**config.mk**
```make
export PLATFORM = sky130hd
export DESIGN_NAME = vga_timing_gen
export DESIGN_NICKNAME = d
export VERILOG_FILES = /design/src/rtl/vga_timing_gen.sv
export SDC_FILE = /design/constraint.sdc
export NUM_CORES = 1
export LEC_CHECK = 0
export ABC_CLOCK_PERIOD_IN_PS = 3100
export BUFFER_PORTS_ARGS = -buffer_cell sky130_fd_sc_hd__buf_4
export CAP_MARGIN = 20
export CORE_ASPECT_RATIO = 2
export CORE_MARGIN = 1
export CORE_UTILIZATION = 57
export DETAILED_ROUTE_END_ITERATION = 8
export PLACE_DENSITY_LB_ADDON = 0.1
export SYNTH_ARGS = -nofsm -noshare
export SYNTH_HDL_FRONTEND = slang
export SYNTH_SLANG_ARGS = --single-unit
export TNS_END_PERCENT = 5
```
**constraint.sdc**
```tcl
create_clock -name PIXEL_CLOCK -period 3.1 [get_ports PIXEL_CLOCK]
set_clock_uncertainty 0.1 [all_clocks]
set_input_delay 0.465 -clock PIXEL_CLOCK [delete_from_list [all_inputs] [get_ports PIXEL_CLOCK]]
set_output_delay 0.465 -clock PIXEL_CLOCK [all_outputs]
set_load 0.05 [all_outputs]
```
**src/rtl/vga_timing_gen.sv**
```systemverilog
// ---------------------------------------------------------------------------
// vga_timing_gen
//   Parametrised raster timing generator for the GPU pixel pipeline.
//   Two free-running counters (SCREEN_X / SCREEN_Y) walk the full raster,
//   and every decoded output is registered from the current counter value.
//   Decoded outputs therefore lag the counters by exactly one clock.
//
// Ports
//   PIXEL_CLOCK  in   pixel clock, all logic on its rising edge
//   RESET_N      in   asynchronous active-low reset
//   ENABLE       in   1 = run, 0 = hold counters at origin with outputs inactive
//   IRQ_LINE     in   raster line that raises IRQ (COORD_W bits)
//   IRQ_ACK      in   clears IRQ (a simultaneous set wins)
//   SCREEN_X     out  horizontal counter
//   SCREEN_Y     out  vertical counter
//   Hs, Vs       out  sync outputs, active level set by HS_POL / VS_POL
//   ON_SCREEN    out  pixel inside the visible area
//   H_BLANK      out  horizontal blanking
//   V_BLANK      out  vertical blanking
//   LINE_START   out  one-clock strobe at X == 0
//   FRAME_START  out  one-clock strobe at X == 0, Y == 0
//   IRQ          out  raster interrupt, sticky until acknowledged
// ---------------------------------------------------------------------------
module vga_timing_gen #(
  parameter int H_ACTIVE = 640,
  parameter int H_FP     = 16,
  parameter int H_SYNC   = 96,
  parameter int H_BP     = 48,
  parameter int V_ACTIVE = 480,
  parameter int V_FP     = 10,
  parameter int V_SYNC   = 2,
  parameter int V_BP     = 33,
  parameter bit HS_POL   = 1'b0,
  parameter bit VS_POL   = 1'b0,
  parameter int COORD_W  = 10
) (
  input  logic               PIXEL_CLOCK,
  input  logic               RESET_N,
  input  logic               ENABLE,
  input  logic [COORD_W-1:0] IRQ_LINE,
  input  logic               IRQ_ACK,
  output logic [COORD_W-1:0] SCREEN_X,
  output logic [COORD_W-1:0] SCREEN_Y,
  output logic               Hs,
  output logic               Vs,
  output logic               ON_SCREEN,
  output logic               H_BLANK,
  output logic               V_BLANK,
  output logic               LINE_START,
  output logic               FRAME_START,
  output logic               IRQ
);

  // Timing landmarks, held at 32 bits so H_TOTAL may equal 2^COORD_W.
  localparam logic [31:0] H_TOTAL = 32'(H_ACTIVE + H_FP + H_SYNC + H_BP);
  localparam logic [31:0] V_TOTAL = 32'(V_ACTIVE + V_FP + V_SYNC + V_BP);
  localparam logic [31:0] H_VIS   = 32'(H_ACTIVE);
  localparam logic [31:0] V_VIS   = 32'(V_ACTIVE);
  localparam logic [31:0] HS_STA  = 32'(H_ACTIVE + H_FP);
  localparam logic [31:0] HS_END  = 32'(H_ACTIVE + H_FP + H_SYNC);
  localparam logic [31:0] VS_STA  = 32'(V_ACTIVE + V_FP);
  localparam logic [31:0] VS_END  = 32'(V_ACTIVE + V_FP + V_SYNC);
  localparam logic [COORD_W-1:0] ONE = COORD_W'(1);

  logic [COORD_W-1:0] x_p0, y_p0;
  logic [31:0]        xw, yw;
  logic               x_last, y_last;
  logic               hs_act, vs_act, x_vis, y_vis, x_zero, y_zero;
  logic               hs_p1, vs_p1, on_p1, hb_p1, vb_p1, ls_p1, fs_p1, irq_p1;

  assign xw     = 32'(x_p0);
  assign yw     = 32'(y_p0);
  assign x_last = (xw == H_TOTAL - 32'd1);
  assign y_last = (yw == V_TOTAL - 32'd1);
  assign hs_act = (xw >= HS_STA) && (xw < HS_END);
  assign vs_act = (yw >= VS_STA) && (yw < VS_END);
  assign x_vis  = (xw < H_VIS);
  assign y_vis  = (yw < V_VIS);
  assign x_zero = (x_p0 == '0);
  assign y_zero = (y_p0 == '0);

  // ---- stage p0: raster counters ----
  // Disabling parks the counters at the origin, so a re-enable always
  // restarts at the top of the frame.
  always_ff @(posedge PIXEL_CLOCK or negedge RESET_N) begin
    if (!RESET_N) begin
      x_p0 <= '0;
      y_p0 <= '0;
    end else if (!ENABLE) begin
      x_p0 <= '0;
      y_p0 <= '0;
    end else if (x_last) begin
      x_p0 <= '0;
      y_p0 <= y_last ? '0 : y_p0 + ONE;
    end else begin
      x_p0 <= x_p0 + ONE;
    end
  end

  // ---- stage p1: registered decode of the p0 counters ----
  always_ff @(posedge PIXEL_CLOCK or negedge RESET_N) begin
    if (!RESET_N) begin
      hs_p1 <= ~HS_POL;
      vs_p1 <= ~VS_POL;
      on_p1 <= 1'b0;
      hb_p1 <= 1'b0;
      vb_p1 <= 1'b0;
      ls_p1 <= 1'b0;
      fs_p1 <= 1'b0;
    end else if (!ENABLE) begin
      hs_p1 <= ~HS_POL;
      vs_p1 <= ~VS_POL;
      on_p1 <= 1'b0;
      hb_p1 <= 1'b0;
      vb_p1 <= 1'b0;
      ls_p1 <= 1'b0;
      fs_p1 <= 1'b0;
    end else begin
      hs_p1 <= hs_act ? HS_POL : ~HS_POL;
      vs_p1 <= vs_act ? VS_POL : ~VS_POL;
      on_p1 <= x_vis && y_vis;
      hb_p1 <= !x_vis;
      vb_p1 <= !y_vis;
      ls_p1 <= x_zero;
      fs_p1 <= x_zero && y_zero;
    end
  end

  // Raster IRQ fires together with the matching line's LINE_START; a line
  // number beyond the raster simply never matches. Set beats acknowledge.
  always_ff @(posedge PIXEL_CLOCK or negedge RESET_N) begin
    if (!RESET_N) begin
      irq_p1 <= 1'b0;
    end else if (ENABLE && x_zero && (y_p0 == IRQ_LINE)) begin
      irq_p1 <= 1'b1;
    end else if (IRQ_ACK) begin
      irq_p1 <= 1'b0;
    end
  end

  assign SCREEN_X    = x_p0;
  assign SCREEN_Y    = y_p0;
  assign Hs          = hs_p1;
  assign Vs          = vs_p1;
  assign ON_SCREEN   = on_p1;
  assign H_BLANK     = hb_p1;
  assign V_BLANK     = vb_p1;
  assign LINE_START  = ls_p1;
  assign FRAME_START = fs_p1;
  assign IRQ         = irq_p1;

endmodule

```
# Yosys cells after proc, flatten, opt, wreduce, memory -nomap -nowiden
# Index checks and enable logic that the tools add are counted.
# Widths: inputs -> output; s select.
# totals
regBits,28
latchBits,0
ram_bits,0
rom_bits,0
output_inout_bits,28
mem_count,0
# op_classes
addsub,2
n_mul,0
n_div,0
n_lt_le_gt_ge,6
n_eq_ne,4
shift,0
mux,16
bitwise,0
reduce_logical,11
# op_table
op,count
$mux 10,5
$add 10x1->10 const B,2
$eq 10x10->1 const B,2
$logic_not 10->1,2
$lt 10x10->1 const B,2
$lt 10x9->1 const B,2
$mux 1,11
$eq 10x10->1,1
$ge 10x10->1 const B,1
$ge 10x9->1 const B,1
$logic_and 1x1->1,6
$logic_not 1->1,2
$ne 2x1->1 const B,1
$reduce_bool 2->1,1

# Depth between registers and ports, before layout
# Gate-level depths: netlist (run 1).
# depth
ltp_word,4
ltp_mapped,7
ltp_nobuf,6

# Least setup slack after synthesis (run 1)
# OpenSTA, ideal clock, no wires.
# synth_timing
path_kind,reg-to-reg
from,"reg x_p0[0], in the netlist SCREEN_X[0]"
to,"reg y_p0[3], in the netlist SCREEN_Y[3]"
setup_time_ps,127
arrival_ps,1862
required_ps,2873
setup_slack_ps,1011
stages_incl_launch_ff,7
path_cell_list,dfrtp_1 -> ha_1 -> nand4_4 -> o31a_1 -> buf_6 -> a22oi_4 -> o31ai_2
# synth_between
elab_chain_len,2
# synth_rtl
item,line,text
from (decl),65,"logic [COORD_W-1:0] x_p0, y_p0;"
from (signal assigned),96,x_p0 <= x_p0 + ONE;
$eq 10x10->1,73,assign x_last = (xw == H_TOTAL - 32'd1);
$ne 2x1->1 (no source line),-,
to (signal assigned),94,y_p0 <= y_last ? '0 : y_p0 + ONE;
to (decl),65,
# No other way between the ends.
# A chain may end at the register's enable or synchronous reset.

# Worst setup path after layout (run 1)
# layout_timing
from,"reg y_p0[0], in the netlist SCREEN_Y[0]"
to,"reg y_p0[3], in the netlist SCREEN_Y[3]"
# layout_between
elab_chain_len,4
elab_cells_between_ends,5
cone_classes,add/sub: 1; eq/ne: 1; mux: 3
# layout_rtl
item,line,text
$add 10x1->10 or $eq 10x10->1 (tied branches),"94, 74",
$mux 10 (*),94,
$mux 10 (*),92,end else if (x_last) begin
$mux 10 (*),89,end else if (!ENABLE) begin
# Mark *: on every way between the ends. The rest lies on a longest branch, timed or not. The select of a mux whose other input is x is not followed.

==> results of run 1 <==
==> power by group <==
group          internal [uW]  switching, uW
clock                   87.6            113
combinational           31.3           58.2
sequential               372           6.52
total                    490            178
==> synthesized netlist by cell type (all sizes together) (4+ instances only) <==
| library cell | number |
|---|---|
| ha | 5 |
| dfrtp | 26 |
| xor2 | 14 |
| buf | 8 |
| nand4 | 8 |
| nand2 | 8 |
| xnor2 | 4 |
| inv | 7 |
| a31oi | 4 |
| and3 | 7 |
| o21ai | 6 |
| nor2 | 16 |
| and4 | 4 |
| nor3 | 6 |
| nand3 | 11 |
==> cell families after synthesis <==
kind of cell    Yosys count  synth area share
simple gates             73             0.274
flops                    28             0.414
compound gates           22             0.107
xor+xnor                 18            0.0929
buf+inv                  18            0.0575
fa+ha+maj                 5            0.0369
mux                       3            0.0177
==> how the worst max path moves through the flow <==
stage	start	end	slack, ps	cells after the start
2_1_floorplan	SCREEN_X[0]$_DFF_PN0_	SCREEN_Y[3]$_DFFE_PN0P_	1010	6
3_3_place_gp	SCREEN_Y[0]$_DFFE_PN0P_	SCREEN_Y[3]$_DFFE_PN0P_	1070	6
3_5_place_dp	SCREEN_Y[0]$_DFFE_PN0P_	SCREEN_Y[3]$_DFFE_PN0P_	980	6
4_1_cts	SCREEN_Y[0]$_DFFE_PN0P_	SCREEN_Y[3]$_DFFE_PN0P_	960	6
5_1_grt	SCREEN_Y[0]$_DFFE_PN0P_	SCREEN_Y[3]$_DFFE_PN0P_	770	6
6_report	SCREEN_Y[0]$_DFFE_PN0P_	SCREEN_Y[3]$_DFFE_PN0P_	950	6
==> area by class of cell <==
class | instances | area, um^2
Fill cell | 226 | 793
Inverter | 7 | 26.3
Clock buffer | 3 | 41.3
Tap cell | 29 | 36.3
Multi-Input combinational cell | 121 | 896
Timing Repair Buffer | 41 | 308
Sequential cell | 28 | 703
==> flip-flops by register name, summed over array words and instances (netlist names) <==
register,count
FRAME_START,1
H_BLANK,1
Hs,1
IRQ,1
LINE_START,1
ON_SCREEN,1
SCREEN_X,10
SCREEN_Y,10
V_BLANK,1
Vs,1
==> metrics by stage <==
stage	power (uW)	hold slack [ps]
final	668	-12.4
after global routing	692	19.8
after CTS	669	1.88
after detailed placement	475	305
after global placement	472	299
after floorplan	438	69.4
==> layer usage <==
metal | share of wire | up-vias
met4 | 0.044 | 0
met5 | 0 | -
met1 | 0.34 | 698
li1 | - | 667
met2 | 0.58 | 53
met3 | 0.045 | 17
==> worst max-delay path: stages (launching register included) <==
cell     delay, ps
dfrtp_1        500
inv_1          100
ha_1           210
nor4b_4        140
a31oi_2        570
nand2_2        190
o31ai_2        250
==> metrics.cfg, run 1 <==
[floorplanning]
initial_utilization = 0.605
dieWidth_um = 40.6
die_y_um = 79.2
die_area_mm2 = 0.00321
io_pins = 42
row_count = 27
core_area_mm2 = 0.00280

[place]
placement.cell_area_mm2 = 0.00197
gp_congestion = 0.763
portBuffers = 41
placed_cells = 226
dp_hpwl_um = 3170
post-place-ws_ps = 985

[layout]
area_growth_pct = 18.5
insertedDiodeCount = 0
final_common_cell = buf_4
layout_common_cells = buf_4, dfrtp_1, nor2_1
post-route-cell-area_mm2 = 0.00201
drive_gt1_frac = 0.290
utilization = 0.717
nNetsFinal = 221
instances_no_fill = 229

[grt]
grt_first_pass_wirelength_um = 6670
antenna_found_initial = 0
grt_max_degree = 29
grtUsageMet1 = 0.302
grtUsageMet3 = 0.0335
overflow = 0
first_global_vias = 1440
gr-max-usage-layer = met2
grt.met2_usage = 0.543
grt.total_usage = 0.304

[drt]
dr.pass1.iters = 4
drt-total-wl_um = 4240
antenna_left = 0
drc = 0
drtIter0Drc = 60
wl_per_cell_um = 18.5
vias = 1435
vias_per_cell = 6.27

[clock_tree]
clockRootBuffer = clkbuf_8
post-cts-setup-buffers = 0
clk_pin_slew_ps = 90
cts.path.max_buffers = 2
ctsHoldBuffers = 0
numClockSinks = 28
htreeDepth = 1
cts_made_buffers = 3
insertion_delay_ps = 280
post_cts_resize_count = 0
cts_tree = built

[worst_setup_path]
r2r_slack_ps = 950
r2r_cells = 6
critPathLaunchType = register
crit_fanout = 12
cp.arrival_ps = 2240
regToRegStartpoint = SCREEN_Y[0]$_DFFE_PN0P_
r2r_end = SCREEN_Y[3]$_DFFE_PN0P_
crit_type = reg2reg
critPathCaptureType = register
crit_required_ps = 3190

[logic_synthesis]
synth_flop_cell = dfrtp_1
synth_seq_cells = 28
yosysTopAreaCell = dfrtp_1
synth.net_count = 186
synth_area_leaders = dfrtp_1, xor2_1, ha_1
synth_top_cell_area_share = 0.383
syn-cell-area_mm2 = 0.00170
synth_async_sr_flop_share = 1.00
yosysSeqAreaShare = 0.414
ys_warn_count = 0
synth_cells = 167
synth-edff-count = 0
synth.avg_cell_area_um2 = 10.2
synth_cell_types = 42

[power_and_ir_drop]
power.leakage_uw = 0.000953
p_per_area_mw_per_mm2 = 332
vdd_drop_max_uv = 340

[timing]
max_slew.worst_pin.slew_ps = 639
fin_setup_tns_ps = 0
slew_violations = 0
period_share = 0.694
rsz0062_at_grt = false
fmax_ghz = 0.465
relSlewSlack = 0.573
period_minus_slack_ps = 2150
whs_ps = -12.4
hold_viol = 26
final-setup-viol-count = 0
timing.final.ws_setup_ps = 948

[status]
violations = negative hold slack
status = finished, violations left

[min_path]
hp-class = in2async

[run]
drv_cap = 0

Power figures use the tool's default switching activity.
==> run 2: changes to the inputs <==
- ABC_CLOCK_PERIOD_IN_PS: 3100 -> 1970
- CORE_UTILIZATION: 57 -> 48
- clock period: 3.1 -> 1.97 ns (I/O delays scaled with it)
==> run 2 against run 1 <==
  * The flow finishes with violations (design-rule violations)
  * Hold slack better by 120 ps
  * Final area rose by 6.2%
  * Sequential cell count is the same
  * Critical path depth shrank 1
  * Setup slack got worse by 840 ps
  * Utilization decreased by 8.5 points
  * First-iteration DRC count increased by 5.0%
  * Clock power rose by 60%
  * Combinational power increased by 63%
  * Critical endpoint unchanged
  * Largest cell class unchanged
  * Largest power group unchanged
==> metrics.cfg, run 2 (synthesis results as in run 1) <==
[status]
status = finished, violations left
violations = design-rule violations

[grt]
grt_first_pass_wirelength_um = 6650
grt.total_usage = 0.237
overflow = 0
first_global_vias = 1436
grt_max_degree = 29
antenna_found_initial = 0

[drt]
dr.pass1.iters = 8
drtIter0Drc = 63
drc = 4
vias_per_cell = 5.81
wl_per_cell_um = 16.8
antenna_left = 0
vias = 1440
drt-total-wl_um = 4180

[floorplanning]
dieWidth_um = 44.0
initial_utilization = 0.502
row_count = 30
core_area_mm2 = 0.00338
die_area_mm2 = 0.00379
die_y_um = 86.1
io_pins = 42

[place]
portBuffers = 41
post-place-ws_ps = 131
gp_congestion = 0.895
dp_hpwl_um = 3230
placement.cell_area_mm2 = 0.00208

[worst_setup_path]
crit_type = reg2reg
cp-startpoint = SCREEN_X[0]$_DFF_PN0_
crit_cells = 5
crit_family = compound AO/OA/AOI/OAI gates
slowest_delay_ps = 470
r2r_end = SCREEN_Y[3]$_DFFE_PN0P_
regToRegStartpoint = SCREEN_X[0]$_DFF_PN0_
critPathLaunchType = register
critical_path.cell_chain = ha_1, nand4_4, o31a_1, a22oi_4, o31ai_2
critPathCaptureType = register
crit_required_ps = 2040
cp.arrival_ps = 1930
r2r_slack_ps = 110
cp_slowest_cell = o31a_1
r2r_cells = 5
path_buf_inv = 0
crit_fanout = 10

[min_path]
hp-class = in2reg
worstHoldStart = IRQ_ACK
holdPathStages = 2
holdPathEnd = IRQ$_DFFE_PN0P_

[timing]
timing.final.ws_setup_ps = 106
hold_viol = 0
rsz0062_at_grt = false
period_minus_slack_ps = 1860
relSlewSlack = 0.675
max_slew.worst_pin.slew_ps = 487
slew_violations = 0
fmax_ghz = 0.536
final-setup-viol-count = 0
period_share = 0.946

[clock_tree]
cts.path.max_buffers = 2
cts_tree = built
numClockSinks = 28
clk_pin_slew_ps = 90
cts_made_buffers = 3
insertion_delay_ps = 280
htreeDepth = 1
post-cts-setup-buffers = 0
clockRootBuffer = clkbuf_8

[run]
drv_cap = 0

[layout]
final_common_cell = buf_4
layout_common_cells = buf_4, dfrtp_1, nor2_1
fillers = 285
nNetsFinal = 236
area_growth_pct = 25.9
insertedDiodeCount = 0
post-route-cell-area_mm2 = 0.00214
drive_gt1_frac = 0.343

[power_and_ir_drop]
power.leakage_uw = 0.00103
vdd_drop_max_uv = 409
p_per_area_mw_per_mm2 = 498

==> run 2: cell types whose count changed in the layout (fill, tap and decap cells not counted), sizes merged <==
| cell | change |
|---|---|
| buf | +14 |
| dlygate4sd3 | +1 |
| clkbuf | +1 |
==> run 2: metal layers <==
metal / vias to the layer above / global-route usage / part of all wire
met5: - / 0 / 0
met4: 0 / 0.0937 / 0.026
met3: 10 / 0.0232 / 0.044
met2: 48 / 0.456 / 0.57
met1: 690 / 0.243 / 0.36
li1: 692 / - / -
==> run 2: area by class of cell <==
cell class	count	area, um^2	share of cell area
clock buffers	4	45.0	0.0211
inverters	7	26.3	0.0123
multi-input cells	121	896	0.419
flip-flops and latches	28	706	0.330
well taps	32	40.0	0.0187
repair buffers	56	423	0.198
==> run 2: per-stage QoR <==
| stage | instances | power (uW) | hold slack, ps | setup TNS, ps | utilization |
|---|---|---|---|---|---|
| floorplan | 167 | 690 | -100 | -73.2 | - |
| global placement | 243 | 751 | 134 | 0 | 0.616 |
| detailed placement | 243 | 753 | 141 | 0 | 0.616 |
| CTS | 248 | 1080 | 106 | 0 | 0.632 |
| global route | 248 | 1110 | 105 | 0 | 0.632 |
| finish | 248 | 1060 | 104 | 0 | 0.632 |
==> run 2: worst reg2reg max path, cell delays in order, from the launching register on <==
cell and delay, ps:
dfrtp_2 420, ha_1 280, nand4_4 150, o31a_1 470
a22oi_4 250, o31ai_2 80
==> run 2: how the worst max path moves through the flow <==
stage / end / slack (ps)
final: SCREEN_Y[3]$_DFFE_PN0P_ / 110
after global routing: SCREEN_Y[7]$_DFFE_PN0P_ / 10
after detailed placement: SCREEN_Y[3]$_DFFE_PN0P_ / 130
after global placement: SCREEN_Y[7]$_DFFE_PN0P_ / 190
after floorplan: SCREEN_Y[8]$_DFFE_PN0P_ / -30
after CTS: SCREEN_Y[3]$_DFFE_PN0P_ / 120
==> run 2: timing repair <==
item	CTS	global route
gates resized for setup	0	0
hold buffers	1	0
endpoints found under the hold margin	26	0
==> run 2: power breakdown <==
part / internal, uW / switching [uW]
Clock: 145 / 176
Sequential: 585 / 10.2
Combinational: 53.1 / 93.1
==> run 3: changes to the inputs <==
- CTS_BUF_LIST: not set -> sky130_fd_sc_hd__clkbuf_16
==> run 3 against run 2 <==
  * Die area unchanged
  * The run still ends with design-rule violations left
  * Hold slack improved by 14 ps
  * Sequential share of layout area is 0.51 points lower
  * Highest routed layer unchanged
  * First-iteration DRC count shrank 3.2%
==> metrics.cfg, run 3 (synthesis results as in run 1) <==
[clock_tree]
post-cts-setup-buffers = 0
htreeDepth = 1
numClockSinks = 28
cts_tree = built
clockRootBuffer = clkbuf_16
clk_pin_slew_ps = 70
cts_made_buffers = 3
ctsHoldBuffers = 1
cts.path.max_buffers = 2
post_cts_resize_count = 0
insertion_delay_ps = 270

[place]
placed_cells = 243
portBuffers = 41
gp_congestion = 0.895
dp_hpwl_um = 3230
post-place-ws_ps = 131

[timing]
max_slew.worst_pin.slew_ps = 478
fmax_ghz = 0.539
relSlewSlack = 0.682
rsz0062_at_grt = false
fin_setup_tns_ps = 0
period_minus_slack_ps = 1860
period_share = 0.942
slew_violations = 0
final-setup-viol-count = 0
timing.final.ws_setup_ps = 113
hold_viol = 0

[min_path]
worstHoldStart = IRQ_ACK
holdPathStages = 2
hp-class = in2reg
holdPathEnd = IRQ$_DFFE_PN0P_

[drt]
dr.pass1.iters = 8
drc = 4
vias = 1434
drtIter0Drc = 61
antenna_left = 0
drt-total-wl_um = 4270
wl_per_cell_um = 17.2
vias_per_cell = 5.78

[grt]
antenna_found_initial = 0
grt.total_usage = 0.244
overflow = 0
first_global_vias = 1453
grt_max_degree = 29
grt_first_pass_wirelength_um = 6790

[worst_setup_path]
r2r_end = SCREEN_Y[3]$_DFFE_PN0P_
critPathCaptureType = register
critical_path.cell_chain = ha_1, nand4_4, o31a_1, a22oi_4, o31ai_2
slowest_delay_ps = 470
cp_slowest_cell = o31a_1
crit_type = reg2reg
crit_required_ps = 2020
r2r_slack_ps = 110
cp.arrival_ps = 1910
regToRegStartpoint = SCREEN_X[0]$_DFF_PN0_
crit_fanout = 10
critPathLaunchType = register
r2r_cells = 5

[power_and_ir_drop]
swShare = 0.248
p_sw_uw = 300
p_per_area_mw_per_mm2 = 558
pwr-share-seq = 0.492
cell_internal_pwr_uw = 911
power.share.clock = 0.388
p_comb_frac = 0.121
vdd_drop_max_uv = 473
power.leakage_uw = 0.00105

[layout]
instances_no_fill = 248
utilization = 0.642
layout_common_cells = buf_4, dfrtp_1, nor2_1
nNetsFinal = 236
drive_gt1_frac = 0.343
insertedDiodeCount = 0
fillers = 283
final_common_cell = buf_4
area_growth_pct = 27.9

[status]
status = finished, violations left
violations = design-rule violations

[floorplanning]
die_y_um = 86.1
dieWidth_um = 44.0
row_count = 30
die_area_mm2 = 0.00379
core_area_mm2 = 0.00338
io_pins = 42
initial_utilization = 0.502

[run]
drv_cap = 0

==> run 3: changes by cell type in the layout (fill, tap and decap cells not counted) <==
cell	before	now
clkbuf_1	1	0
clkbuf_16	0	3
clkbuf_8	3	0
inv_1	7	8
==> run 3: worst max-delay path, delay by kind of cell, from the launching register on <==
kind	cells	cell delay, ps
DFF	1	410
adders and majority gates	1	280
AOI/OAI and AO/OA	3	800
and+or+nand+nor	1	150
==> run 3: worst max-delay path by stage <==
stage	endpoint	slack, ps	cells past startpoint	startpoint
floorplan	SCREEN_Y[8]$_DFFE_PN0P_	-30	7	SCREEN_Y[0]$_DFFE_PN0P_
global placement	SCREEN_Y[7]$_DFFE_PN0P_	190	7	SCREEN_Y[0]$_DFFE_PN0P_
detailed placement	SCREEN_Y[3]$_DFFE_PN0P_	130	5	SCREEN_X[0]$_DFF_PN0_
CTS	SCREEN_Y[3]$_DFFE_PN0P_	110	5	SCREEN_X[0]$_DFF_PN0_
global route	SCREEN_Y[7]$_DFFE_PN0P_	20	7	SCREEN_Y[0]$_DFFE_PN0P_
finish	SCREEN_Y[3]$_DFFE_PN0P_	110	5	SCREEN_X[0]$_DFF_PN0_
==> run 3: through the flow <==
| step | instance area (um^2) | total power (uW) | hold WS (ps) |
|---|---|---|---|
| global route | 2170 | 1250 | 127 |
| CTS | 2170 | 1220 | 123 |
| finish | 2170 | 1210 | 117 |
| global placement | 2080 | 751 | 134 |
| floorplan | 1700 | 690 | -100 |
| detailed placement | 2080 | 753 | 141 |
==> run 3: layout make-up <==
class                      count  area (um^2)  area share
tap                           32         40.0      0.0185
timing repair buffer          56          423       0.195
sequential                    28          706       0.325
clock inverter                 1         3.75     0.00173
multi-input combinational    121          896       0.413
inverter                       7         26.3      0.0121
clock buffer                   3         75.1      0.0346
==> run 3: metal layers <==
metal	track usage	share of wire
met1	0.249	0.36
met2	0.464	0.57
met3	0.0232	0.044
met4	0.116	0.031
met5	0	0
==> run 3: power groups by stage <==
stage | Sequential, uW | Combinational (uW) | Clock, uW
after detailed placement | 607 | 146 | 0
final | 596 | 146 | 470
after global routing | 597 | 159 | 498
after CTS | 596 | 149 | 480
after global placement | 606 | 145 | 0
after floorplan | 641 | 49.0 | 0
